<file path="src/rtl/lt24_pixel_writer.sv">
// lt24_pixel_writer: writes pixels (xAddr,yAddr,pixelData via pixelWrite/pixelReady) to an LT24 LCD bus (LT24CS_n/RS/Wr_n/Rd_n/Data), re-sending the window only for non-sequential pixels
module lt24_pixel_writer #(
  parameter int WR_LOW_CYCLES  = 1,
  parameter int WR_HIGH_CYCLES = 1
) (
  input  logic        clock,
  input  logic        reset,
  input  logic [7:0]  xAddr,
  input  logic [8:0]  yAddr,
  input  logic [15:0] pixelData,
  input  logic        pixelWrite,
  output logic        pixelReady,
  output logic        LT24CS_n,
  output logic        LT24RS,
  output logic        LT24Wr_n,
  output logic        LT24Rd_n,
  output logic [15:0] LT24Data
);
  typedef enum logic [3:0] {
    IDLE, CMD_COL, COL_D0, COL_D1, COL_D2, COL_D3,
    CMD_PAGE, PAGE_D0, PAGE_D1, PAGE_D2, PAGE_D3, CMD_MEMWR, PIXEL
  } state_t;
  state_t      state_q;
  logic [4:0]  cnt_q;
  logic        setup_q, win_q, ready_q, cs_q, rs_q, wr_q;
  logic [7:0]  x_q, ex_q, ex_d;
  logic [8:0]  y_q, ey_q, ey_d;
  logic [15:0] pix_q, data_q;
  logic        in_range, seq, last;
  state_t      start_s, next_s;
  function automatic logic [16:0] word(state_t s, logic [7:0] x, logic [8:0] y, logic [15:0] p);
    case (s)
      CMD_COL:   word = {1'b0, 16'h002A};
      COL_D1:    word = {9'h100, x};
      COL_D3:    word = {1'b1, 16'h00EF};
      CMD_PAGE:  word = {1'b0, 16'h002B};
      PAGE_D0:   word = {1'b1, 15'h0, y[8]};
      PAGE_D1:   word = {9'h100, y[7:0]};
      PAGE_D2:   word = {1'b1, 16'h0001};
      PAGE_D3:   word = {1'b1, 16'h003F};
      CMD_MEMWR: word = {1'b0, 16'h002C};
      PIXEL:     word = {1'b1, p};
      default:   word = {1'b1, 16'h0000};
    endcase
  endfunction
  assign in_range = (xAddr <= 8'd239) && (yAddr <= 9'd319);
  assign seq      = win_q && xAddr == ex_q && yAddr == ey_q;
  assign start_s  = seq ? PIXEL : CMD_COL;
  assign next_s   = state_t'(state_q + 4'd1);
  assign last     = cnt_q == 5'(WR_LOW_CYCLES + WR_HIGH_CYCLES - 1);
  assign ex_d     = x_q == 8'd239 ? 8'd0 : x_q + 8'd1;
  assign ey_d     = x_q != 8'd239 ? y_q : (y_q == 9'd319 ? 9'd0 : y_q + 9'd1);
  assign pixelReady = ready_q & ~reset;
  assign LT24CS_n   = cs_q;
  assign LT24RS     = rs_q;
  assign LT24Wr_n   = wr_q;
  assign LT24Rd_n   = 1'b1;
  assign LT24Data   = data_q;
  always_ff @(posedge clock) begin
    if (reset) begin
      state_q <= IDLE;
      cnt_q   <= '0;
      setup_q <= 1'b0;
      win_q   <= 1'b0;
      ex_q    <= '0;
      ey_q    <= '0;
      ready_q <= 1'b1;
      cs_q    <= 1'b1;
      rs_q    <= 1'b1;
      wr_q    <= 1'b1;
      data_q  <= '0;
    end else if (state_q == IDLE) begin
      if (ready_q && pixelWrite && in_range) begin
        x_q     <= xAddr;
        y_q     <= yAddr;
        pix_q   <= pixelData;
        state_q <= start_s;
        ready_q <= 1'b0;
        cs_q    <= 1'b0;
        setup_q <= 1'b1;
        cnt_q   <= '0;
        {rs_q, data_q} <= word(start_s, xAddr, yAddr, pixelData);
      end
    end else if (setup_q) begin
      setup_q <= 1'b0;
      wr_q    <= 1'b0;
    end else if (!last) begin
      cnt_q <= cnt_q + 5'd1;
      wr_q  <= cnt_q >= 5'(WR_LOW_CYCLES - 1);
    end else if (state_q == PIXEL) begin
      state_q <= IDLE;
      cnt_q   <= '0;
      ready_q <= 1'b1;
      cs_q    <= 1'b1;
      win_q   <= 1'b1;
      ex_q    <= ex_d;
      ey_q    <= ey_d;
    end else begin
      state_q <= next_s;
      cnt_q   <= '0;
      wr_q    <= 1'b0;
      {rs_q, data_q} <= word(next_s, x_q, y_q, pix_q);
    end
  end
endmodule

</file>
<file path="config.mk">
export PLATFORM = sky130hd
export DESIGN_NAME = lt24_pixel_writer
export DESIGN_NICKNAME = d
export VERILOG_FILES = /design/src/rtl/lt24_pixel_writer.sv
export SDC_FILE = /design/constraint.sdc
export NUM_CORES = 1
export LEC_CHECK = 0
export CAP_MARGIN = 10
export CORE_MARGIN = 2
export CORE_UTILIZATION = 49
export DETAILED_ROUTE_END_ITERATION = 12
export GPL_ROUTABILITY_DRIVEN = 0
export GPL_TIMING_DRIVEN = 0
export HOLD_SLACK_MARGIN = 0.15
export PLACE_DENSITY = 0.76
export SLEW_MARGIN = 20
export SYNTH_ARGS = -nofsm -noshare
export SYNTH_HDL_FRONTEND = slang
export SYNTH_SLANG_ARGS = --single-unit
</file>
<file path="constraint.sdc">
create_clock -name clock -period 2.95 [get_ports clock]
set_input_delay 0.59 -clock clock [delete_from_list [all_inputs] [get_ports clock]]
set_output_delay 0.59 -clock clock [all_outputs]
set_load 0.02 [all_outputs]
</file>
* Word-level counts from Yosys, hierarchy flattened *
Index checks and enable logic that the tools add are counted.

word-level totals
  memories = 0
  latch bits = 0
  flip-flop bits (word level) = 80
  word-level logic and storage cells = 104
  bits in read-only memories = 0
  memory bits (writable) = 0

cells by class
  $add $sub $neg = 4
  shift-type cells = 0
  mux-type cells = 33
  bitwise logic cells = 4
  equal/unequal tests = 31
  reductions and logical operators = 16
  div/mod/pow operators = 0
  multipliers = 0
  order comparisons = 3

operators with widths
  operator             number
  $pmux 17 s10         2
  $mux 16              5
  $eq 4x4->1 const B   11
  $eq 4x3->1 const B   6
  $mux 4               6
  $mux 5               4
  $mux 9               2
  $mux 1               13
  $reduce_and 4->1     3
  $add 9x1->9 const B  1
  $eq 9x9->1           1
  $eq 9x9->1 const B   1
  $le 9x9->1 const B   1
  $add 8x1->8 const B  1
  $eq 4x1->1 const B   2
  $eq 4x2->1 const B   2
  $eq 8x8->1           1
  $eq 8x8->1 const B   1
  $le 8x8->1 const B   1
  $mux 8               1
  $ne 8x8->1 const B   1
  $reduce_and 3->1     2
  $add 5x1->5 const B  1
  $eq 5x1->1 const B   1
  other kinds (12)     21

* Longest topological paths before layout *
Gate-level depths: netlist of the first run.

  word-level depth = 8
  depth in mapped cells = 10
  gate-level depth less buffers = 8

* Worst setup path before layout of the first run *
OpenSTA, ideal clock, no wires.

  kind = register -> register
  from = register state_q[0]
  to = register rs_q, in the netlist LT24RS
  arrival = 3.137 ns
  data required time = 2.828 ns
  cell stages (with the launch flop) = 9
  path buffers = 1
  slack = -0.308 ns
  period minus slack after synthesis = 3.258 ns
  path through = dfxtp_1 buf_2 inv_1 ha_1 nor3b_2 nand4b_1 nor2_1 o21ai_0 o311a_1

on the way
  word-level cells in the longest chain between the ends = 7
  elaborated cells on any way between the ends = 23

RTL lines
  item                                      RTL line  source
  start: declaration                        23        state_t state_q;
  start signal: assignment                  77        state_q <= start_s;
  start signal: assignment                  99        state_q <= next_s;
  $add 4x1->4                               49        assign next_s = state_t'(state_q + 4'd1);
  $eq 4x4->1, or another cell as far along  32        case (s)
  $pmux 17 s10                              32
  $mux 1                                    90        end else if (state_q == PIXEL) begin
  $mux 1                                    87        end else if (!last) begin
  $mux 1                                    84        end else if (setup_q) begin
  $mux 1                                    72        end else if (state_q == IDLE) begin
  end signal: assignment                    82        {rs_q, data_q} <= word(start_s, xAddr, yAddr, pixelData);
  end signal: assignment                    102       {rs_q, data_q} <= word(next_s, x_q, y_q, pix_q);
  end: declaration                          25        logic setup_q, win_q, ready_q, cs_q, rs_q, wr_q;

Parallel ways exist; a longest one is shown, timed or not. The select of a mux whose other input is x is not followed.
A chain may end at the register's enable or synchronous reset.

* Worst setup path after layout of the first run *
  from = input reset
  to = output pixelReady

on the way
  word-level cells in the longest chain between the ends = 2

RTL lines
  item                        RTL line  source
  start: declaration          7         input logic reset,
  $not 1->1 (no source line)  --
  $and 1x1->1                 53        assign pixelReady = ready_q & ~reset;
  end: declaration            12        output logic pixelReady,

Every way passes these cells.

==> results.yml, run 1 <==
run_status:
  run_status: "finished, final reports clean"
logic_synthesis:
  number_of_enable_flip_flop_cells_after_synthesis: 33
  part_of_the_yosys_area_used_for_sequential_elements: 0.485
  synth-warning-count: 0
  synthesis.instances: 405
  library_cells_used_by_synthesis: 60
  synth_top_cell_by_area: "sky130_fd_sc_hd__edfxtp_1"
  synth_top_area_frac: 0.249
  yosys-top-cells-count: "47 x sky130_fd_sc_hd__dfxtp_1, 41 x sky130_fd_sc_hd__nand2_1, 33 x sky130_fd_sc_hd__edfxtp_1"
  net_count_after_synthesis: 450
  synth_async_sr_flop_share: 0
  yosysMostFrequentCell: "sky130_fd_sc_hd__dfxtp_1"
  synth_top_cells_by_area: "sky130_fd_sc_hd__edfxtp_1 25%, sky130_fd_sc_hd__dfxtp_1 24%, sky130_fd_sc_hd__xor2_1 4.4%"
  post_synth.cell_area_avg_um2: 9.84
  synth-main-ff-cell: "sky130_fd_sc_hd__dfxtp_1"
  synth.cell_area_um2: 3980
  ys_ff_latch: 80
power_and_ir_drop:
  ir_drop_v: 0.000267
  power_mw: 2.47
  power_per_cell_area_nw_per_um2: 503
  p_leak_nw: 1.67
setup_path:
  worst_path_largest_cell_delay_ps: 610
  critical_path_peak_fanout: 10
  critical_path_slowest_stage_cell: "sky130_fd_sc_hd__clkdlybuf4s50_1"
  r2r_setup_slack_ps: 270
  ff2ff_path_depth: 9
  timing.critical_path.required_ps: 2360
  critical_path.most_common_cell: "sky130_fd_sc_hd__clkdlybuf4s50_1"
  timing.rr.end: "LT24Data[5]$_SDFFE_PP0P_"
  timing.critical_path.cells: "clkdlybuf4s50_1 -> clkbuf_2 -> nor2b_1 -> clkdlybuf4s50_1"
  cp.arrival_ps: 2220
  setup.worst_path.end_class: "output pin"
  regToRegStartpoint: "state_q[1]$_SDFFE_PP0P_"
  worst-setup-path-type: "input port to output pin"
  critical_path.startpoint_type: "input port"
sta:
  top_achievable_clock_speed_mhz: 356
  report.final.hold_viol_count: 0
  slew_violations: 0
  timing.clock.skew_ps: 11.8
  least_margin_pin_slew_ps: 611
  final.min_clock_period_ps: 2810
  timing.final.setup_violations: 0
  rsz0062_at_grt: "false"
  slew_headroom: 0.591
  fin_worst_hold_slack_ps: 464
  final.period_utilization: 0.953
  fin_setup_tns_ps: 0
floorplanning:
  die_height_um: 94.2
  rows: 32
  ioPinCount: 57
  start_util: 0.510
  core_footprint_um2: 7810
  dieWidth_um: 94.2
  dieArea_um2: 8870
clocking:
  cts_made_buffers: 9
  cts_root_buffer: "sky130_fd_sc_hd__clkbuf_8"
  worstSkewPairLatency_ps: 350
  cts.path.max_buffers: 2
  cts_hold_buffers: 0
  ctsHtreeMaxLevel: 3
  cts_num_sinks: 80
  clkTransAtPathRegs_ps: 90
  tritoncts: "yes"
final_layout:
  n_fill_cell: 664
  multi_input_comb_area_um2: 1900
  final_layout_size_suffix_gt1_frac: 0.0852
  area.sequential_um2: 1930
  nNetsFinal: 521
  diode_count: 0
  area_growth_syn_to_layout_pct: 23.4
  post_route_cell_area_um2: 4920
global_route:
  largest_net_degree_at_the_start_of_global_routing: 20
  grt_antenna_before_repair: 0
  grt_pass1_wl_um: 16200
  grt_pass1_vias: 3314
  grt_overflow_total: 0
  global_route.usage.total: 0.237
detailed_routing:
  routed-via-count: 3443
  antenna_violating_nets_post_route: 0
  avgViaCountPerCell: 5.91
  drt_wl_total_um: 9990
  drt-pass1-iter-count: 5
  wire_per_inst_um: 17.1
  remaining_drc_errors: 0
  drt-initial-drc-count: 269
min_path:
  min-delay-start: "ey_q[0]$_SDFFE_PP0P_"
  min-delay-path-class: "flop to flop"
  min_path_cells: 2
  whs_endpoint: "ey_q[0]$_SDFFE_PP0P_"
job:
  drv.max_cap_violation_count: 0
placement:
  hpwl_um: 7500
  numPortBuffers: 55
  placed_cell_area_um2: 4700
[how the worst max path moves through the flow]
| stage | slack [ps] | startpoint | depth (start not counted) | end |
|---|---|---|---|---|
| after floorplan | 280 | state_q[0]$_SDFFE_PP0P_ | 8 | LT24RS$_SDFFE_PP1P_ |
| after global placement | -630 | state_q[0]$_SDFFE_PP0P_ | 8 | LT24RS$_SDFFE_PP1P_ |
| after detailed placement | -90 | xAddr[6] | 9 | LT24Data[14]$_SDFFE_PP0P_ |
| after CTS | 140 | state_q[0]$_SDFFE_PP0P_ | 7 | x_q[1]$_DFFE_PP_ |
| after global routing | 70 | reset | 4 | pixelReady |
| final | 140 | reset | 4 | pixelReady |
[cell usage in the layout, fill, tap and decap left out, types with 4 or more instances in the layout]
cell                              instances
sky130_fd_sc_hd__buf_4                    5
sky130_fd_sc_hd__a22oi_1                 11
sky130_fd_sc_hd__a211oi_1                17
sky130_fd_sc_hd__o21ai_0                 22
sky130_fd_sc_hd__a21oi_1                 14
sky130_fd_sc_hd__nand2_1                 41
sky130_fd_sc_hd__ha_1                     9
sky130_fd_sc_hd__nor3_1                   6
sky130_fd_sc_hd__and3_1                   4
sky130_fd_sc_hd__nand3_1                  9
sky130_fd_sc_hd__o21ai_1                  5
sky130_fd_sc_hd__edfxtp_1                33
sky130_fd_sc_hd__or3_1                    4
sky130_fd_sc_hd__dfxtp_1                 47
sky130_fd_sc_hd__buf_2                    9
sky130_fd_sc_hd__xor2_1                  20
sky130_fd_sc_hd__a221o_1                  6
sky130_fd_sc_hd__clkbuf_1                 9
sky130_fd_sc_hd__clkbuf_8                 9
sky130_fd_sc_hd__inv_1                   14
sky130_fd_sc_hd__nor2b_1                  4
sky130_fd_sc_hd__nor2_1                  31
sky130_fd_sc_hd__nand4_1                  7
sky130_fd_sc_hd__clkdlybuf4s50_1         55
sky130_fd_sc_hd__o32ai_1                  5
sky130_fd_sc_hd__xnor2_1                 17
[layout make-up]
class,instances,share of cell area
Sequential cell,80,0.393
Buffer,23,0.0219
Multi-Input combinational cell,288,0.387
Clock inverter,6,0.00942
Clock buffer,10,0.0260
Inverter,14,0.0107
Tap cell,102,0.0260
Timing Repair Buffer,60,0.126
[kinds of logic (layout without fill, tap and decap cells)]
kind of cell | after synthesis | in the layout | synth area share
other | 1 | 1 | 0.000941
DFF | 80 | 80 | 0.485
and+or+nand+nor | 130 | 130 | 0.167
AOI/OAI and AO/OA | 108 | 108 | 0.190
adders and majority gates | 9 | 9 | 0.0283
muxes | 3 | 3 | 0.00754
xor gates and xnor gates | 37 | 37 | 0.0813
buffers and inverters | 37 | 113 | 0.0396
[sequential cells by signal (all words and copies together) (netlist names)]
signal    flops
win_q         1
cnt_q         5
y_q           9
pix_q        16
LT24Wr_n      1
LT24Data     16
state_q       4
ex_q          8
LT24RS        1
x_q           8
ey_q          9
setup_q       1
LT24CS_n      1
[critical path: cells and delay by family]
kind / cells / cell delay, ps
buffers and inverters: 3 / 1480
and+or+nand+nor: 1 / 150
[routing by layer]
| layer | vias up | track usage | share of wire |
|---|---|---|---|
| li1 | 1636 | - | - |
| met1 | 1656 | 0.302 | 0.42 |
| met2 | 134 | 0.393 | 0.50 |
| met3 | 17 | 0.0538 | 0.062 |
| met4 | 0 | 0.0894 | 0.015 |
| met5 | - | 0 | 0 |
[metrics by stage]
step / setup slack [ps] / util / std cells
2_1_floorplan: 276 / - / 405
3_3_place_gp: -627 / 0.597 / 562
3_5_place_dp: -92.8 / 0.602 / 563
4_1_cts: 137 / 0.624 / 579
5_1_grt: 74.6 / 0.630 / 583
6_report: 138 / 0.630 / 583
[what timing repair did]
| item | CTS | global route |
|---|---|---|
| resized for setup | 1 | 2 |
| pin swaps | 0 | 2 |
| setup buffers | 0 | 4 |
| setup endpoints to repair | 1 | 26 |
[power breakdown]
part / total (mW) / switching (mW) / internal (mW) / leakage [nW]
clock network: 0.721 / 0.413 / 0.308 / 0.0824
registers: 1.28 / 0.0544 / 1.22 / 0.683
logic: 0.475 / 0.264 / 0.211 / 0.909
total: 2.47 / 0.731 / 1.74 / 1.67
Note: power is estimated with default switching activity, not from simulation.
==> run 2, diff against run 1 <==
--- a/config.mk
+++ b/config.mk
@@ -7,12 +7,12 @@
 export LEC_CHECK = 0
 export CAP_MARGIN = 10
 export CORE_MARGIN = 2
-export CORE_UTILIZATION = 49
+export CORE_UTILIZATION = 55
 export DETAILED_ROUTE_END_ITERATION = 12
 export GPL_ROUTABILITY_DRIVEN = 0
 export GPL_TIMING_DRIVEN = 0
 export HOLD_SLACK_MARGIN = 0.15
-export PLACE_DENSITY = 0.76
+export PLACE_DENSITY = 0.8
 export SLEW_MARGIN = 20
 export SYNTH_ARGS = -nofsm -noshare
 export SYNTH_HDL_FRONTEND = slang
==> constraint.sdc (replaced) <==
create_clock -name clock -period 2.9 [get_ports clock]
set_input_delay 0.58 -clock clock [delete_from_list [all_inputs] [get_ports clock]]
set_output_delay 0.58 -clock clock [all_outputs]
set_load 0.02 [all_outputs]
==> run 2 against run 1 <==
Clock skew fell by 2.4 ps. Non-clock buffer count did not move. Total power rose by 6.0%. Largest cell class unchanged. Largest power group unchanged.
==> results.yml, run 2 (same netlist as run 1, synthesis figures left out) <==
clocking:
  cts_made_buffers: 9
  ctsHtreeMaxLevel: 3
  tritoncts: "yes"
  cts.path.max_buffers: 2
  cts_root_buffer: "sky130_fd_sc_hd__clkbuf_8"
  cts_num_sinks: 80
  worstSkewPairLatency_ps: 360
  clkTransAtPathRegs_ps: 80
setup_path:
  cp.arrival_ps: 2190
  regToRegStartpoint: "state_q[0]$_SDFFE_PP0P_"
  worst-setup-path-type: "input port to output pin"
  timing.rr.end: "LT24Data[6]$_SDFFE_PP0P_"
  worst_path_largest_cell_delay_ps: 610
  r2r_setup_slack_ps: 210
  critical_path_peak_fanout: 10
  timing.critical_path.cells: "clkdlybuf4s50_1 -> clkbuf_2 -> nor2b_1 -> clkdlybuf4s50_1"
  setup.worst_path.end_class: "output pin"
  critical_path.startpoint_type: "input port"
  critical_path.most_common_cell: "sky130_fd_sc_hd__clkdlybuf4s50_1"
  critical_path_slowest_stage_cell: "sky130_fd_sc_hd__clkdlybuf4s50_1"
  timing.critical_path.required_ps: 2320
  ff2ff_path_depth: 9
sta:
  timing.final.setup_violations: 0
  fin_setup_tns_ps: 0
  fin_worst_hold_slack_ps: 462
  timing.clock.skew_ps: 9.33
  final.min_clock_period_ps: 2770
  least_margin_pin_slew_ps: 554
  report.final.hold_viol_count: 0
  top_achievable_clock_speed_mhz: 361
  slew_violations: 0
  slew_headroom: 0.630
  final.period_utilization: 0.954
  rsz0062_at_grt: "false"
detailed_routing:
  wire_per_inst_um: 17.7
  drt-initial-drc-count: 266
  drt-pass1-iter-count: 7
  avgViaCountPerCell: 6.10
  remaining_drc_errors: 0
  drt_wl_total_um: 10300
  antenna_violating_nets_post_route: 0
  routed-via-count: 3536
final_layout:
  nNetsFinal: 521
  most-common-layout-cells: "55 x sky130_fd_sc_hd__clkdlybuf4s50_1, 47 x sky130_fd_sc_hd__dfxtp_1, 41 x sky130_fd_sc_hd__nand2_1"
  multi_input_comb_area_um2: 1900
  n_fill_cell: 581
  layout_commonest_cell: "sky130_fd_sc_hd__clkdlybuf4s50_1"
  diode_count: 0
  post_route_cell_area_um2: 4920
  area_growth_syn_to_layout_pct: 23.5
  fin_util: 0.689
  final_layout_size_suffix_gt1_frac: 0.0832
  area.sequential_um2: 1930
power_and_ir_drop:
  p_leak_nw: 1.68
  seq_power_share: 0.495
  p_comb_frac: 0.184
  swShare: 0.291
  power_per_cell_area_nw_per_um2: 532
  internal_power_mw: 1.86
  share_clk_of_total_power: 0.321
  ir_drop_v: 0.000348
  total_switching_power_mw: 0.763
global_route:
  grt_overflow_total: 0
  grt_antenna_before_repair: 0
  grt_pass1_vias: 3162
  global_route.usage.total: 0.265
  largest_net_degree_at_the_start_of_global_routing: 19
  grt_pass1_wl_um: 15700
job:
  drv.max_cap_violation_count: 0
placement:
  numPortBuffers: 55
  placed_cell_area_um2: 4690
  hpwl_um: 7340
min_path:
  min-delay-path-class: "flop to flop"
  min-delay-start: "ey_q[0]$_SDFFE_PP0P_"
  min_path_cells: 2
  whs_endpoint: "ey_q[0]$_SDFFE_PP0P_"
floorplanning:
  ioPinCount: 57
  start_util: 0.558
  dieWidth_um: 89.1
  die_height_um: 89.1
  dieArea_um2: 7940
  rows: 31
  core_footprint_um2: 7140
run_status:
  run_status: "finished, final reports clean"
[run 2: cell types whose count changed in the layout (fill, tap and decap cells not counted)]
cell | previous run | this run
sky130_fd_sc_hd__clkinv_4 | 3 | 0
sky130_fd_sc_hd__inv_6 | 0 | 2
sky130_fd_sc_hd__clkbuf_1 | 9 | 10
sky130_fd_sc_hd__buf_4 | 5 | 6
sky130_fd_sc_hd__clkbuf_2 | 2 | 1
sky130_fd_sc_hd__bufinv_16 | 0 | 1
sky130_fd_sc_hd__buf_12 | 1 | 0
[run 2: how the worst max path moves through the flow]
| stage | startpoint | end |
|---|---|---|
| floorplan | state_q[0]$_SDFFE_PP0P_ | LT24RS$_SDFFE_PP1P_ |
| global placement | state_q[0]$_SDFFE_PP0P_ | LT24RS$_SDFFE_PP1P_ |
| detailed placement | xAddr[6] | LT24Data[8]$_SDFFE_PP0P_ |
| CTS | state_q[0]$_SDFFE_PP0P_ | LT24RS$_SDFFE_PP1P_ |
| global route | xAddr[6] | LT24Data[8]$_SDFFE_PP0P_ |
| finish | reset | pixelReady |
[run 2: metrics by stage]
stage	power (mW)	std cells	setup WS [ps]
after global placement	1.77	559	-656
after CTS	2.61	576	99.4
after detailed placement	1.79	560	-135
final	2.62	580	133
after floorplan	1.57	405	226
after global routing	2.72	580	0.652
[run 2: final cells by class]
class                           count  area share
Tap cell                           99      0.0252
Buffer                             23      0.0216
Inverter                           14      0.0107
Clock buffer                       10      0.0259
Sequential cell                    80       0.393
Timing Repair Buffer               60       0.124
Clock inverter                      6      0.0137
Multi-Input combinational cell    288       0.387
[run 2: power by group through the flow]
stage          sequential (mW)  combinational (mW)  clock [mW]
2_1_floorplan             1.35               0.228           0
3_3_place_gp              1.32               0.449           0
4_1_cts                   1.30               0.468       0.845
5_1_grt                   1.30               0.524       0.887
6_report                  1.30               0.482       0.840
3_5_place_dp              1.32               0.464           0
[run 2: critical path: cells and delay by family]
kind / cells / cell delay (ps)
buf+inv: 3 / 1470
simple gates: 1 / 150
[run 2: metal layers]
layer,track usage,up-vias,part of all wire
li1,-,1635,-
met1,0.360,1704,0.42
met2,0.422,172,0.48
met3,0.0545,25,0.071
met4,0.0963,0,0.023
met5,0,-,0
[run 2: timing repair]
action,4_1_cts,5_1_grt
cloned,0,0
setup endpoints to repair,1,21
hold buffers,0,0
buffers inserted,0,4
pin swaps,0,2
hold endpoints to repair,0,0
resized for setup,1,0
